===== src/rtl/powerlink_led_ctrl.sv =====
// Avalon-MM LED controller: per-channel static, blink, inverted blink or one-shot drive.
// Blink phase comes from a shared prescaler; one-shot pulses use per-channel down-counters.
`timescale 1ns/1ps
module powerlink_led_ctrl #(
    parameter int NUM_LED    = 2,
    parameter int CNT_W      = 24,
    parameter int DEF_PERIOD = 25000000
) (
    input  logic               clk,
    input  logic               reset_n,
    input  logic [2:0]         address,
    input  logic               chipselect,
    input  logic               write_n,
    input  logic [31:0]        writedata,
    output logic [31:0]        readdata,
    output logic [NUM_LED-1:0] out_port
);

    localparam logic [2:0] A_DATA   = 3'd0;
    localparam logic [2:0] A_MODE   = 3'd1;
    localparam logic [2:0] A_PERIOD = 3'd2;
    localparam logic [2:0] A_PLEN   = 3'd3;
    localparam logic [2:0] A_SET    = 3'd4;
    localparam logic [2:0] A_CLR    = 3'd5;
    localparam logic [2:0] A_TRIG   = 3'd6;
    localparam logic [2:0] A_OUT    = 3'd7;

    localparam logic [CNT_W-1:0] ONE        = CNT_W'(1);
    localparam logic [CNT_W-1:0] DEF_TRUNC  = CNT_W'(DEF_PERIOD);
    localparam logic [CNT_W-1:0] RST_PERIOD = (DEF_TRUNC == '0) ? ONE : DEF_TRUNC;

    logic [NUM_LED-1:0]   data_q, data_d;
    logic [2*NUM_LED-1:0] mode_q, mode_d;
    logic [CNT_W-1:0]     period_q, period_d;
    logic [CNT_W-1:0]     pulse_len_q, pulse_len_d;
    logic [CNT_W-1:0]     presc_q, presc_d;
    logic                 phase_q, phase_d;
    logic [CNT_W-1:0]     pulse_cnt_q [NUM_LED];
    logic [CNT_W-1:0]     pulse_cnt_d [NUM_LED];
    logic [NUM_LED-1:0]   out_q, out_d;
    logic [NUM_LED-1:0]   pulse_act;

    logic             wr_en;
    logic [CNT_W-1:0] wd_cnt;
    logic             unused_wd;

    assign wr_en     = chipselect & ~write_n;
    assign wd_cnt    = writedata[CNT_W-1:0];
    assign unused_wd = ^writedata;
    assign out_port  = out_q;

    always_comb begin
        data_d      = data_q;
        mode_d      = mode_q;
        period_d    = period_q;
        pulse_len_d = pulse_len_q;
        if (wr_en) begin
            case (address)
                A_DATA:   data_d      = writedata[NUM_LED-1:0];
                A_MODE:   mode_d      = writedata[2*NUM_LED-1:0];
                A_PERIOD: period_d    = (wd_cnt == '0) ? ONE : wd_cnt;
                A_PLEN:   pulse_len_d = wd_cnt;
                A_SET:    data_d      = data_q | writedata[NUM_LED-1:0];
                A_CLR:    data_d      = data_q & ~writedata[NUM_LED-1:0];
                default:  ;
            endcase
        end
    end

    // A PERIOD write restarts the blink cycle so the new rate takes effect cleanly.
    always_comb begin
        presc_d = presc_q + ONE;
        phase_d = phase_q;
        if (wr_en && address == A_PERIOD) begin
            presc_d = '0;
            phase_d = 1'b0;
        end else if (presc_q >= period_q - ONE) begin
            presc_d = '0;
            phase_d = ~phase_q;
        end
    end

    always_comb begin
        for (int i = 0; i < NUM_LED; i++) begin
            pulse_act[i]   = (pulse_cnt_q[i] != '0);
            pulse_cnt_d[i] = pulse_cnt_q[i];
            if (wr_en && address == A_TRIG && writedata[i] &&
                mode_q[2*i +: 2] == 2'b10 && pulse_len_q != '0)
                pulse_cnt_d[i] = pulse_len_q;
            else if (wr_en && address == A_MODE && writedata[2*i +: 2] != 2'b10)
                pulse_cnt_d[i] = '0;
            else if (pulse_cnt_q[i] != '0)
                pulse_cnt_d[i] = pulse_cnt_q[i] - ONE;

            case (mode_q[2*i +: 2])
                2'b00:   out_d[i] = data_q[i];
                2'b01:   out_d[i] = data_q[i] & phase_q;
                2'b11:   out_d[i] = data_q[i] & ~phase_q;
                default: out_d[i] = pulse_act[i];
            endcase
        end
    end

    always_comb begin
        readdata = '0;
        case (address)
            A_DATA:   readdata[NUM_LED-1:0]   = data_q;
            A_MODE:   readdata[2*NUM_LED-1:0] = mode_q;
            A_PERIOD: readdata[CNT_W-1:0]     = period_q;
            A_PLEN:   readdata[CNT_W-1:0]     = pulse_len_q;
            A_TRIG:   readdata[NUM_LED-1:0]   = pulse_act;
            A_OUT:    readdata[NUM_LED-1:0]   = out_q;
            default:  ;
        endcase
    end

    always_ff @(posedge clk or negedge reset_n) begin
        if (!reset_n) begin
            data_q      <= '0;
            mode_q      <= '0;
            period_q    <= RST_PERIOD;
            pulse_len_q <= '0;
            presc_q     <= '0;
            phase_q     <= 1'b0;
            out_q       <= '0;
            for (int i = 0; i < NUM_LED; i++) pulse_cnt_q[i] <= '0;
        end else begin
            data_q      <= data_d;
            mode_q      <= mode_d;
            period_q    <= period_d;
            pulse_len_q <= pulse_len_d;
            presc_q     <= presc_d;
            phase_q     <= phase_d;
            out_q       <= out_d;
            for (int i = 0; i < NUM_LED; i++) pulse_cnt_q[i] <= pulse_cnt_d[i];
        end
    end

endmodule


===== config.mk =====
export PLATFORM = sky130hd
export DESIGN_NAME = powerlink_led_ctrl
export DESIGN_NICKNAME = d
export VERILOG_FILES = /design/src/rtl/powerlink_led_ctrl.sv
export SDC_FILE = /design/constraint.sdc
export NUM_CORES = 1
export LEC_CHECK = 0
export ABC_AREA = 1
export CAP_MARGIN = 20
export CORE_MARGIN = 5
export CORE_UTILIZATION = 50
export DETAILED_ROUTE_END_ITERATION = 12
export GPL_TIMING_DRIVEN = 0
export PLACE_DENSITY = 0.7
export SLEW_MARGIN = 20
export SYNTH_ARGS = -nofsm -noshare
export SYNTH_HDL_FRONTEND = slang
export SYNTH_SLANG_ARGS = --single-unit

===== constraint.sdc =====
create_clock -name clk -period 3.4 [get_ports clk]
set_input_delay 0.68 -clock clk [delete_from_list [all_inputs] [get_ports clk]]
set_output_delay 0.68 -clock clk [all_outputs]
set_load 0.02 [all_outputs]

==> metrics.md, run 1 <==
| Metric | Value |
|---|---|
| Run status | `finished clean` |
| Count of cell types in the netlist | `48` |
| Die height | `142.9 µm` |
| Iter 0 DRT Violations | `472` |
| # port buffers | `55` |
| Setup Viol. Count Final | `0` |
| Effective utilization at floorplan | `51.06%` |
| P_leak | `0.005331 µW` |
| Asr flop ratio synth | `100.0%` |
| WP data required | `2.72 ns` |
| Worst path arrival time | `2.61 ns` |
| Final Hold Vio Count | `0` |
| Cells after synthesis | `1271` |
| HPWL after DPL | `19.69 mm` |
| Routability cong. | `0.9609` |
| CP dominant cell by count | `clkdlybuf4s50_1` |
| Final Routed Wirelength | `25.95 mm` |
| Die area | `20420 µm²` |
| Worst Hold Class | `input port to asynchronous set/reset pin` |
| DR WL/cell | `16.27 µm` |
| GRT Total Usage | `26.20%` |
| Vias per cell | `5.361` |
| Max VDD drop | `0.0004132 V` |
| Slack of the critical path | `0.1102 ns` |
| Layout Nets | `1424` |
| CORE AREA | `17300 µm²` |
| Initial antenna violation count | `0` |
| Seq. cell area | `3243 µm²` |
| Hold Buf Count CTS | `0` |
| Crit path max fanout | `10` |
| Max Transition Viols Final | `0` |
| Clock skew | `0.009806 ns` |
| Share of cells above drive strength 1 | `9.635%` |
| Via count | `8550` |
| P&R area growth vs syn | `18.08%` |
| TritonCTS clock tree | `done` |
| Post-synthesis register bit count | `129` |
| Detailed Routing Iterations Pass 1 | `7` |
| Final setup TNS | `0 ns` |
| Syn avg cell area | `6.948 µm²` |
| First-pass GRT wire length | `41.77 mm` |
| Crit-path slowest cell | `clkdlybuf4s50_1` |
| CP Class | `input port to output pin` |
| Final std cell area, no fill | `10430 µm²` |
| Placed cells | `1559` |
| Synth Cell Area | `8831 µm²` |
| Inserted Diodes | `0` |
| Fmax | `304.0 MHz` |
| Most frequent cells in the layout | `nand2_1, nor2_1, inv_1, dfrtp_1, o21ai_0` |
| Gr ovfl total | `0` |
| Cell Chain, Critical Path | `clkdlybuf4s50_1 > inv_1 > nand3_2 > clkbuf_1 > o22ai_1 > clkdlybuf4s50_1` |
| Clock Sinks | `129` |
| CP max stage delay | `0.58 ns` |
| Fin crit period | `3.290 ns` |
| # fillers | `1624` |
| Number of synthesized flops with an enable pin | `0` |
| Final worst-path cycle share | `96.76%` |
| Post-DRT Antenna Nets | `0` |
| Placed Area | `9722 µm²` |
| Worst skew pair latency | `0.43 ns` |
| Most common cell after layout, fill and taps aside | `nand2_1` |
| Clock Tree Buf Depth | `2` |
| Sequential area share after synthesis | `36.71%` |
| Endpoint type of the worst setup path | `output pin` |
| H-Tree Level Count | `4` |
| Largest net degree at the start of global routing | `92` |
| Setup WS pre-CTS | `-0.2943 ns` |
| Power per Cell Area | `667.1 nW/µm²` |
| Final std cells w/o fill | `1595` |
| Prevailing post-synth register cell | `dfrtp_1` |
| Cell Rows | `48` |
| Total CTS buffers | `17` |
| DRC Markers | `0` |
| Ports | `73` |
| Footprint of the multi-input gates | `4820 µm²` |
| Die Wd | `142.9 µm` |
| Vias in the first global route | `8211` |
| Worst setup SP type | `input port` |
| CTS root buf | `clkbuf_16` |
| Yosys warning total | `0` |
| Maxcap violations | `0` |
| CTS clk-pin slew, worst paths | `0.06 ns` |
==> stage by stage <==
stage	hold WS (ns)	utilization [%]	total power, µW
3_3_place_gp	0.4569	56.02	4956
5_1_grt	0.1352	60.29	7483
3_5_place_dp	0.4654	56.21	5026
4_1_cts	0.1222	59.64	6927
6_report	0.1239	60.29	6956
2_1_floorplan	0.3844	-	4303
==> state kept, by name, indices dropped and copies added, names as in the netlist <==
| name | count |
|---|---|
| period_q | 24 |
| mode_q | 4 |
| pulse_len_q | 24 |
| out_port | 2 |
| data_q | 2 |
| presc_q | 24 |
| phase_q | 1 |
| pulse_cnt_q | 48 |
==> critical path: cells and delay by family <==
kind                   cells  cell delay [ns]
AOI/OAI and AO/OA          1             0.16
buffers and inverters      4             1.66
and+or+nand+nor            1             0.11
==> worst paths after layout <==
kind / to / from / slack [ns] / depth (start not counted)
setup / recovery: readdata[21] / address[2] / 0.11 / 6
hold / removal: pulse_cnt_q[27] / reset_n / 0.12 / 1
setup reg to reg: presc_q[14] / period_q[0] / 0.27 / 16
hold reg to reg: pulse_cnt_q[24] / pulse_cnt_q[24] / 0.48 / 2
max in group asynchronous: period_q[19] / reset_n / 2.49 / 2
min in group clk: pulse_cnt_q[24] / pulse_cnt_q[24] / 0.48 / 2
==> layout make-up <==
type | instances | area share (%)
Inverter | 174 | 6.263
Clock inverter | 10 | 1.284
Multi-Input combinational cell | 943 | 46.22
Timing Repair Buffer | 60 | 6.000
Clock buffer | 22 | 4.452
Sequential cell | 129 | 31.10
Buffer | 32 | 1.980
Tap cell | 225 | 2.700
==> report_power, final <==
part           leakage (µW)  switching (µW)  internal, µW
logic               0.00342            1610           965
clock network      0.000290             696          1190
registers           0.00162             503          2000
total               0.00533            2810          4150
==> synth_stat cells (8+ instances only) <==
library cell  number  area share, %
nor2_1           202            8.6
nor2_2            12           0.85
nand4_1           36            2.6
inv_1            170            7.2
ha_1              28            4.0
xnor2_1           11            1.1
buf_4              9           0.77
clkbuf_1           9           0.38
nor2_4             8            1.0
dfstp_2           11            3.3
nand2_1          338             14
buf_2             10           0.57
nor3_1            16           0.91
o21ai_0           76            4.3
nand3_1           71            4.0
xor2_1            39            3.9
o22ai_1           14           0.99
dfrtp_1          118             33
a21oi_1           34            1.9
==> cells by family after synthesis <==
kind of cell,share of synthesized area [%]
other,0.04246
buffers and inverters,9.663
AO/OA/AOI/OAI,9.535
flip-flops,36.71
AND/OR/NAND/NOR,35.12
adder cells (fa/ha/maj),3.967
XOR/XNOR,4.959
==> routing by layer <==
metal	wire length (µm)	track usage (%)	share of wire [%]
met1	10830	31.99	42
met2	13130	46.09	51
met3	1184	4.220	4.6
met4	803	10.66	3.1
met5	0	0	0
==> timing repair <==
action                                  4_1_cts  5_1_grt
resized for setup                            11       27
gates cloned                                  0        0
endpoints found under the hold margin         0        0
endpoints found under the setup margin       25       40
pin swaps                                     0        6
setup buffers                                 0        4
(Power assumes the default switching activity.)
==> run 2, diff against run 1 <==
--- a/config.mk
+++ b/config.mk
@@ -11,7 +11,7 @@
 export CORE_UTILIZATION = 50
 export DETAILED_ROUTE_END_ITERATION = 12
 export GPL_TIMING_DRIVEN = 0
-export PLACE_DENSITY = 0.7
+export PLACE_DENSITY = 0.67
 export SLEW_MARGIN = 20
 export SYNTH_ARGS = -nofsm -noshare
 export SYNTH_HDL_FRONTEND = slang
==> metrics.md, run 2 (synthesis gave the netlist of run 1 again) <==
| Metric | Value |
|---|---|
| Crit path max fanout | `10 (unchanged)` |
| TritonCTS clock tree | `done` |
| Most flops, register | `pulse_cnt_q` |
| Placed Area | `9722 µm² (unchanged)` |
| CORE AREA | `17300 µm² (unchanged)` |
| R2r endpoint | `presc_q[9]` |
| Gr ovfl total | `0 (unchanged)` |
| Endpoint type of the worst setup path | `output pin` |
| Worst Setup SP | `address[2]` |
| Setup WS pre-CTS | `-0.3384 ns (-0.04407 ns)` |
| Post-DRT Antenna Nets | `0 (unchanged)` |
| Final Routed Wirelength | `26.47 mm (+2.0%)` |
| Die Wd | `142.9 µm (unchanged)` |
| Clock Tree Buf Depth | `2 (unchanged)` |
| RR Startpoint | `period_q[0]` |
| Most frequent cells in the layout | `nand2_1, nor2_1, inv_1, dfrtp_1, o21ai_0` |
| Total CTS buffers | `17 (unchanged)` |
| Maxcap violations | `0 (unchanged)` |
| P&R area growth vs syn | `18.32%` |
| Worst setup SP type | `input port` |
| CTS root buf | `clkbuf_16` |
| Cell Rows | `48 (unchanged)` |
| Worst Reg-to-Reg Cells | `20 (+4)` |
| # port buffers | `55 (unchanged)` |
| Run status | `finished clean` |
| R2R setup slack | `0.21 ns (-0.06 ns)` |
| Iter 0 DRT Violations | `582 (+23%)` |
| Inserted Diodes | `0 (unchanged)` |
| Layout Nets | `1427 (+0.21%)` |
| Via count | `8460 (-1.1%)` |
| Worst skew pair latency | `0.43 ns (about the same)` |
| Final std cell area, no fill | `10450 µm² (+0.20%)` |
| Power per Cell Area | `661.3 nW/µm² (-0.87%)` |
| Clock skew | `0.01049 ns (+0.0006791 ns)` |
| Largest net degree at the start of global routing | `91 (-1.1%)` |
| Max Transition Viols Final | `0 (unchanged)` |
| Most common cell after layout, fill and taps aside | `nand2_1` |
| Max VDD drop | `0.0004423 V (+7.1%)` |
| P_leak | `0.005350 µW (+0.37%)` |
| Vias per cell | `5.294 (-1.2%)` |
| Final Hold Vio Count | `0 (unchanged)` |
| Ports | `73 (unchanged)` |
| Die height | `142.9 µm (unchanged)` |
| Share of cells above drive strength 1 | `10.05% (+0.42 points)` |
| CTS clk-pin slew, worst paths | `0.06 ns (about the same)` |
| Worst Setup EP | `readdata[6]` |
| GRT Total Usage | `26.53% (+0.33 points)` |
| Vias in the first global route | `8259 (+0.58%)` |
| Initial antenna violation count | `0 (unchanged)` |
| WP data required | `2.72 ns (about the same)` |
| Placed cells | `1559 (unchanged)` |
| DRC Markers | `0 (unchanged)` |
| Worst Hold Class | `input port to asynchronous set/reset pin` |
| Worst path arrival time | `2.65 ns (+0.04 ns)` |
| Slew of the pin with the lowest slew margin | `0.5308 ns` |
| Fin crit period | `3.333 ns (+0.04351 ns)` |
| H-Tree Level Count | `4 (unchanged)` |
| Setup Viol. Count Final | `0 (unchanged)` |
| Final worst-path cycle share | `98.04% (+1.3 points)` |
| Routability cong. | `0.9572 (-0.39%)` |
| First-pass GRT wire length | `42.14 mm (+0.89%)` |
| Slack of the critical path | `0.06667 ns (-0.04351 ns)` |
| Slew HR | `64.34%` |
| # fillers | `1673 (+3.0%)` |
| Fmax | `300.0 MHz (-1.3%)` |
| Hold Buf Count CTS | `0 (unchanged)` |
| Clock Sinks | `129 (unchanged)` |
| DR WL/cell | `16.56 µm (+1.8%)` |
| Final setup TNS | `0 ns (unchanged)` |
| Total power | `6910 µW (-0.67%)` |
| Final std cells w/o fill | `1598 (+0.19%)` |
| Detailed Routing Iterations Pass 1 | `6 (-1)` |
| CP Class | `input port to output pin` |
| Seq. cell area | `3242 µm² (about the same)` |
| Footprint of the multi-input gates | `4825 µm² (+0.10%)` |
| Max reg flops | `48 (unchanged)` |
| HPWL after DPL | `20.14 mm (+2.2%)` |
| Effective utilization at floorplan | `51.06% (unchanged)` |
| Die area | `20420 µm² (unchanged)` |
## run 2: cell types whose count changed in the layout (fill, tap and decap cells not counted), sizes merged
cell | before | now
clkbuf | 31 | 26
buf | 29 | 32
clkinvlp | 2 | 5
inv | 173 | 176
dlygate4sd2 | 8 | 6
dlymetal6s2s | 9 | 11
bufinv | 3 | 2
## run 2: final cells by class
type,count,share of cell area (%)
clock buffers,17,4.071
repair buffers,63,6.275
well taps,225,2.694
clock inverters,15,1.533
plain buffers,32,1.976
flip-flops and latches,129,31.03
inverters,174,6.251
multi-input cells,943,46.17
## run 2: timing repair
action / CTS / global route
pin swaps: 0 / 6
gates resized for setup: 13 / 24
cloned: 0 / 0
setup endpoints to repair: 34 / 33
setup buffers: 0 / 7
## run 2: per-layer routing
metal / global-route usage (%) / vias to the layer above / share of wire, % / wire length (µm)
li1: - / 4218 / - / -
met1: 32.56 / 3941 / 42 / 11010
met2: 45.87 / 237 / 50 / 13200
met3: 5.057 / 64 / 5.0 / 1328
met4: 10.81 / 0 / 3.5 / 939
met5: 0 / - / 0 / 0
## run 2: power breakdown
part / internal [µW] / switching (µW) / leakage (µW) / total [µW]
Sequential: 1990 / 499 / 0.00162 / 2490
Clock: 1080 / 752 / 0.000272 / 1840
Combinational: 964 / 1620 / 0.00346 / 2580
Total: 4040 / 2870 / 0.00535 / 6910
## run 2: worst min path at each step
stage          slack (ns)  cells past startpoint              end             from
2_1_floorplan        0.38                      0        data_q[0]          reset_n
3_3_place_gp         0.46                      2  pulse_cnt_q[24]  pulse_cnt_q[24]
3_5_place_dp         0.46                      2  pulse_cnt_q[24]  pulse_cnt_q[24]
4_1_cts              0.13                      1  pulse_cnt_q[27]          reset_n
5_1_grt              0.14                      1  pulse_cnt_q[27]          reset_n
6_report             0.13                      1  pulse_cnt_q[27]          reset_n
## run 2: critical path: stages
cell and delay, ns:
clkdlybuf4s50_1 0.49, inv_1 0.16, nand3_1 0.18, clkbuf_2 0.26
o22ai_1 0.22, clkdlybuf4s50_1 0.65
## run 2: per-stage QoR
step | utilization (%) | hold WS, ns
after global placement | 56.02 | 0.4561
after detailed placement | 56.21 | 0.4616
after global routing | 60.41 | 0.1400
after CTS | 59.70 | 0.1324
final | 60.41 | 0.1264
after floorplan | - | 0.3844
==> run 3, diff against run 2 <==
--- a/config.mk
+++ b/config.mk
@@ -11,7 +11,7 @@
 export CORE_UTILIZATION = 50
 export DETAILED_ROUTE_END_ITERATION = 12
 export GPL_TIMING_DRIVEN = 0
-export PLACE_DENSITY = 0.67
+export PLACE_DENSITY = 0.68
 export SLEW_MARGIN = 20
 export SYNTH_ARGS = -nofsm -noshare
 export SYNTH_HDL_FRONTEND = slang
==> metrics.md, run 3 (synthesis gave the netlist of run 1 again) <==
| Metric | Value |
|---|---|
| Run status | `finished clean` |
| Final worst-path cycle share | `96.96% (-1.1 points)` |
| Inserted Diodes | `0 (unchanged)` |
| Placed cells | `1559 (unchanged)` |
| Fmax | `303.3 MHz (+1.1%)` |
| Total CTS buffers | `17 (unchanged)` |
| Layout Nets | `1423 (-0.28%)` |
| Iter 0 DRT Violations | `571 (-1.9%)` |
| Die Wd | `142.9 µm (unchanged)` |
| Max Transition Viols Final | `0 (unchanged)` |
| Worst path arrival time | `2.62 ns (-0.03 ns)` |
| Vias in the first global route | `8394 (+1.6%)` |
| Via count | `8528 (+0.80%)` |
| Post-DRT Antenna Nets | `0 (unchanged)` |
| CORE AREA | `17300 µm² (unchanged)` |
| HPWL after DPL | `20.10 mm (-0.15%)` |
| Die height | `142.9 µm (unchanged)` |
| TritonCTS clock tree | `done` |
| Endpoint type of the worst setup path | `output pin` |
| Largest net degree at the start of global routing | `87 (-4.4%)` |
| Share of cells above drive strength 1 | `9.861% (-0.19 points)` |
| First-pass GRT wire length | `42.77 mm (+1.5%)` |
| GRT Total Usage | `26.69% (+0.16 points)` |
| Initial antenna violation count | `0 (unchanged)` |
| Setup Viol. Count Final | `0 (unchanged)` |
| Ports | `73 (unchanged)` |
| P_leak | `0.005364 µW (+0.26%)` |
| Top cell family by delay on the critical path | `buffers and inverters` |
| DRC Markers | `0 (unchanged)` |
| Most common cell after layout, fill and taps aside | `nand2_1` |
| H-Tree Level Count | `4 (unchanged)` |
| CTS root buf | `clkbuf_16` |
| Setup WS pre-CTS | `-0.3547 ns (-0.01629 ns)` |
| # port buffers | `55 (unchanged)` |
| Cell Rows | `48 (unchanged)` |
| CP max stage delay | `0.65 ns (about the same)` |
| Crit-path slowest cell | `clkdlybuf4s50_1` |
| CP Class | `input port to output pin` |
| Worst Reg-to-Reg Cells | `18 (-10%)` |
| Vias per cell | `5.350 (+1.1%)` |
| CTS clk-pin slew, worst paths | `0.06 ns (about the same)` |
| Max VDD drop | `0.0004594 V (+3.9%)` |
| Most flops, register | `pulse_cnt_q` |
| Hold Buf Count CTS | `0 (unchanged)` |
| Worst Hold Class | `input port to asynchronous set/reset pin` |
| Final Hold Vio Count | `0 (unchanged)` |
| Effective utilization at floorplan | `51.06% (unchanged)` |
| Final setup TNS | `0 ns (unchanged)` |
| WP data required | `2.72 ns (about the same)` |
| Slack of the critical path | `0.1032 ns (+0.03656 ns)` |
| Total power | `6915 µW (about the same)` |
| Die area | `20420 µm² (unchanged)` |
| Final Routed Wirelength | `26.50 mm (+0.11%)` |
| Fin crit period | `3.297 ns (-0.03656 ns)` |
| Worst Setup SP | `address[2]` |
| Clock skew | `0.009254 ns (-0.001231 ns)` |
| R2R setup slack | `0.11 ns (-0.10 ns)` |
| Crit path max fanout | `10 (unchanged)` |
| Maxcap violations | `0 (unchanged)` |
| P&R area growth vs syn | `18.14%` |
| Detailed Routing Iterations Pass 1 | `6 (unchanged)` |
| Most frequent cells in the layout | `nand2_1, nor2_1, inv_1, dfrtp_1, o21ai_0` |
| Clock Sinks | `129 (unchanged)` |
| Worst skew pair latency | `0.42 ns (about the same)` |
| CP dominant cell by count | `clkdlybuf4s50_1` |
| Worst setup SP type | `input port` |
| Worst Path Buf+Inv | `4 (unchanged)` |
| DR WL/cell | `16.62 µm (+0.36%)` |
| Clock Tree Buf Depth | `2 (unchanged)` |
| Max reg flops | `48 (unchanged)` |
| Power per Cell Area | `662.8 nW/µm² (+0.22%)` |
| RR Startpoint | `period_q[0]` |
| R2r endpoint | `presc_q[6]` |
| Routability cong. | `0.9618 (+0.48%)` |
| Slew of the pin with the lowest slew margin | `0.5078 ns (-0.02306 ns)` |
| Gr ovfl total | `0 (unchanged)` |
| Final std cells w/o fill | `1594 (-0.25%)` |
| Slew HR | `65.95% (+1.6 points)` |
| Cell Chain, Critical Path | `clkdlybuf4s50_1 > inv_1 > nand3_1 > clkbuf_2 > o22ai_1 > clkdlybuf4s50_1` |
[run 3: cell type report]
class / instances / area [µm²]
Clock buffer: 19 / 452.9
Tap cell: 225 / 281.5
Clock inverter: 13 / 135.1
Multi-Input combinational cell: 943 / 4817
Fill cell: 1661 / 6864
Buffer: 32 / 207.7
Sequential cell: 129 / 3244
Inverter: 174 / 653.1
Timing Repair Buffer: 59 / 640.6
[run 3: worst register-to-register path, stage by stage, from the launching register on]
cell and delay, ns:
dfrtp_2 0.46, inv_1 0.11, ha_1 0.23, inv_1 0.09, nor3_4 0.21, nand2_1 0.13
inv_1 0.09, nand2_1 0.15, nor3_4 0.21, nand3_1 0.10, nand2_1 0.07, nand2_1 0.06
ha_1 0.29, nand4_1 0.21, nor2_2 0.25, nand2_4 0.15, nand2_8 0.15, buf_6 0.16
nor2_1 0.05
[run 3: where the power goes]
| part | total [µW] | internal (µW) | switching (µW) |
|---|---|---|---|
| Combinational | 2580 | 965 | 1620 |
| Clock | 1840 | 1110 | 723 |
| Sequential | 2490 | 2000 | 498 |
| Total | 6910 | 4070 | 2840 |
[run 3: layer usage]
| metal | track usage (%) | wire length, µm | vias up |
|---|---|---|---|
| met5 | 0 | 0 | - |
| met4 | 11.41 | 1011 | 0 |
| met3 | 4.253 | 1216 | 66 |
| met2 | 46.12 | 13190 | 241 |
| met1 | 33.10 | 11080 | 4015 |
| li1 | - | - | 4206 |
[run 3: worst max-delay path by stage]
stage / depth (start not counted) / to / slack, ns
after CTS: 8 / readdata[1] / 0.0009
after detailed placement: 8 / readdata[13] / -0.35
final: 6 / readdata[20] / 0.10
after global routing: 18 / presc_q[9] / -0.02
after global placement: 1 / presc_q[23] / -3.70
after floorplan: 20 / presc_q[14] / 0.72
[run 3: timing repair]
item,in CTS,in global routing
hold endpoints to repair,0,0
gates resized for setup,13,27
endpoints found under the setup margin,35,36
pin swaps,0,3
buffers inserted,0,3
[run 3: stage by stage]
stage               utilization (%)  cell area [µm²]  hold WS (ns)
floorplan                         -             8857        0.3844
global placement              56.02             9689        0.4556
detailed placement            56.21             9722        0.4589
CTS                           59.70            10330        0.1507
global route                  60.32            10430        0.1623
finish                        60.32            10430        0.1404
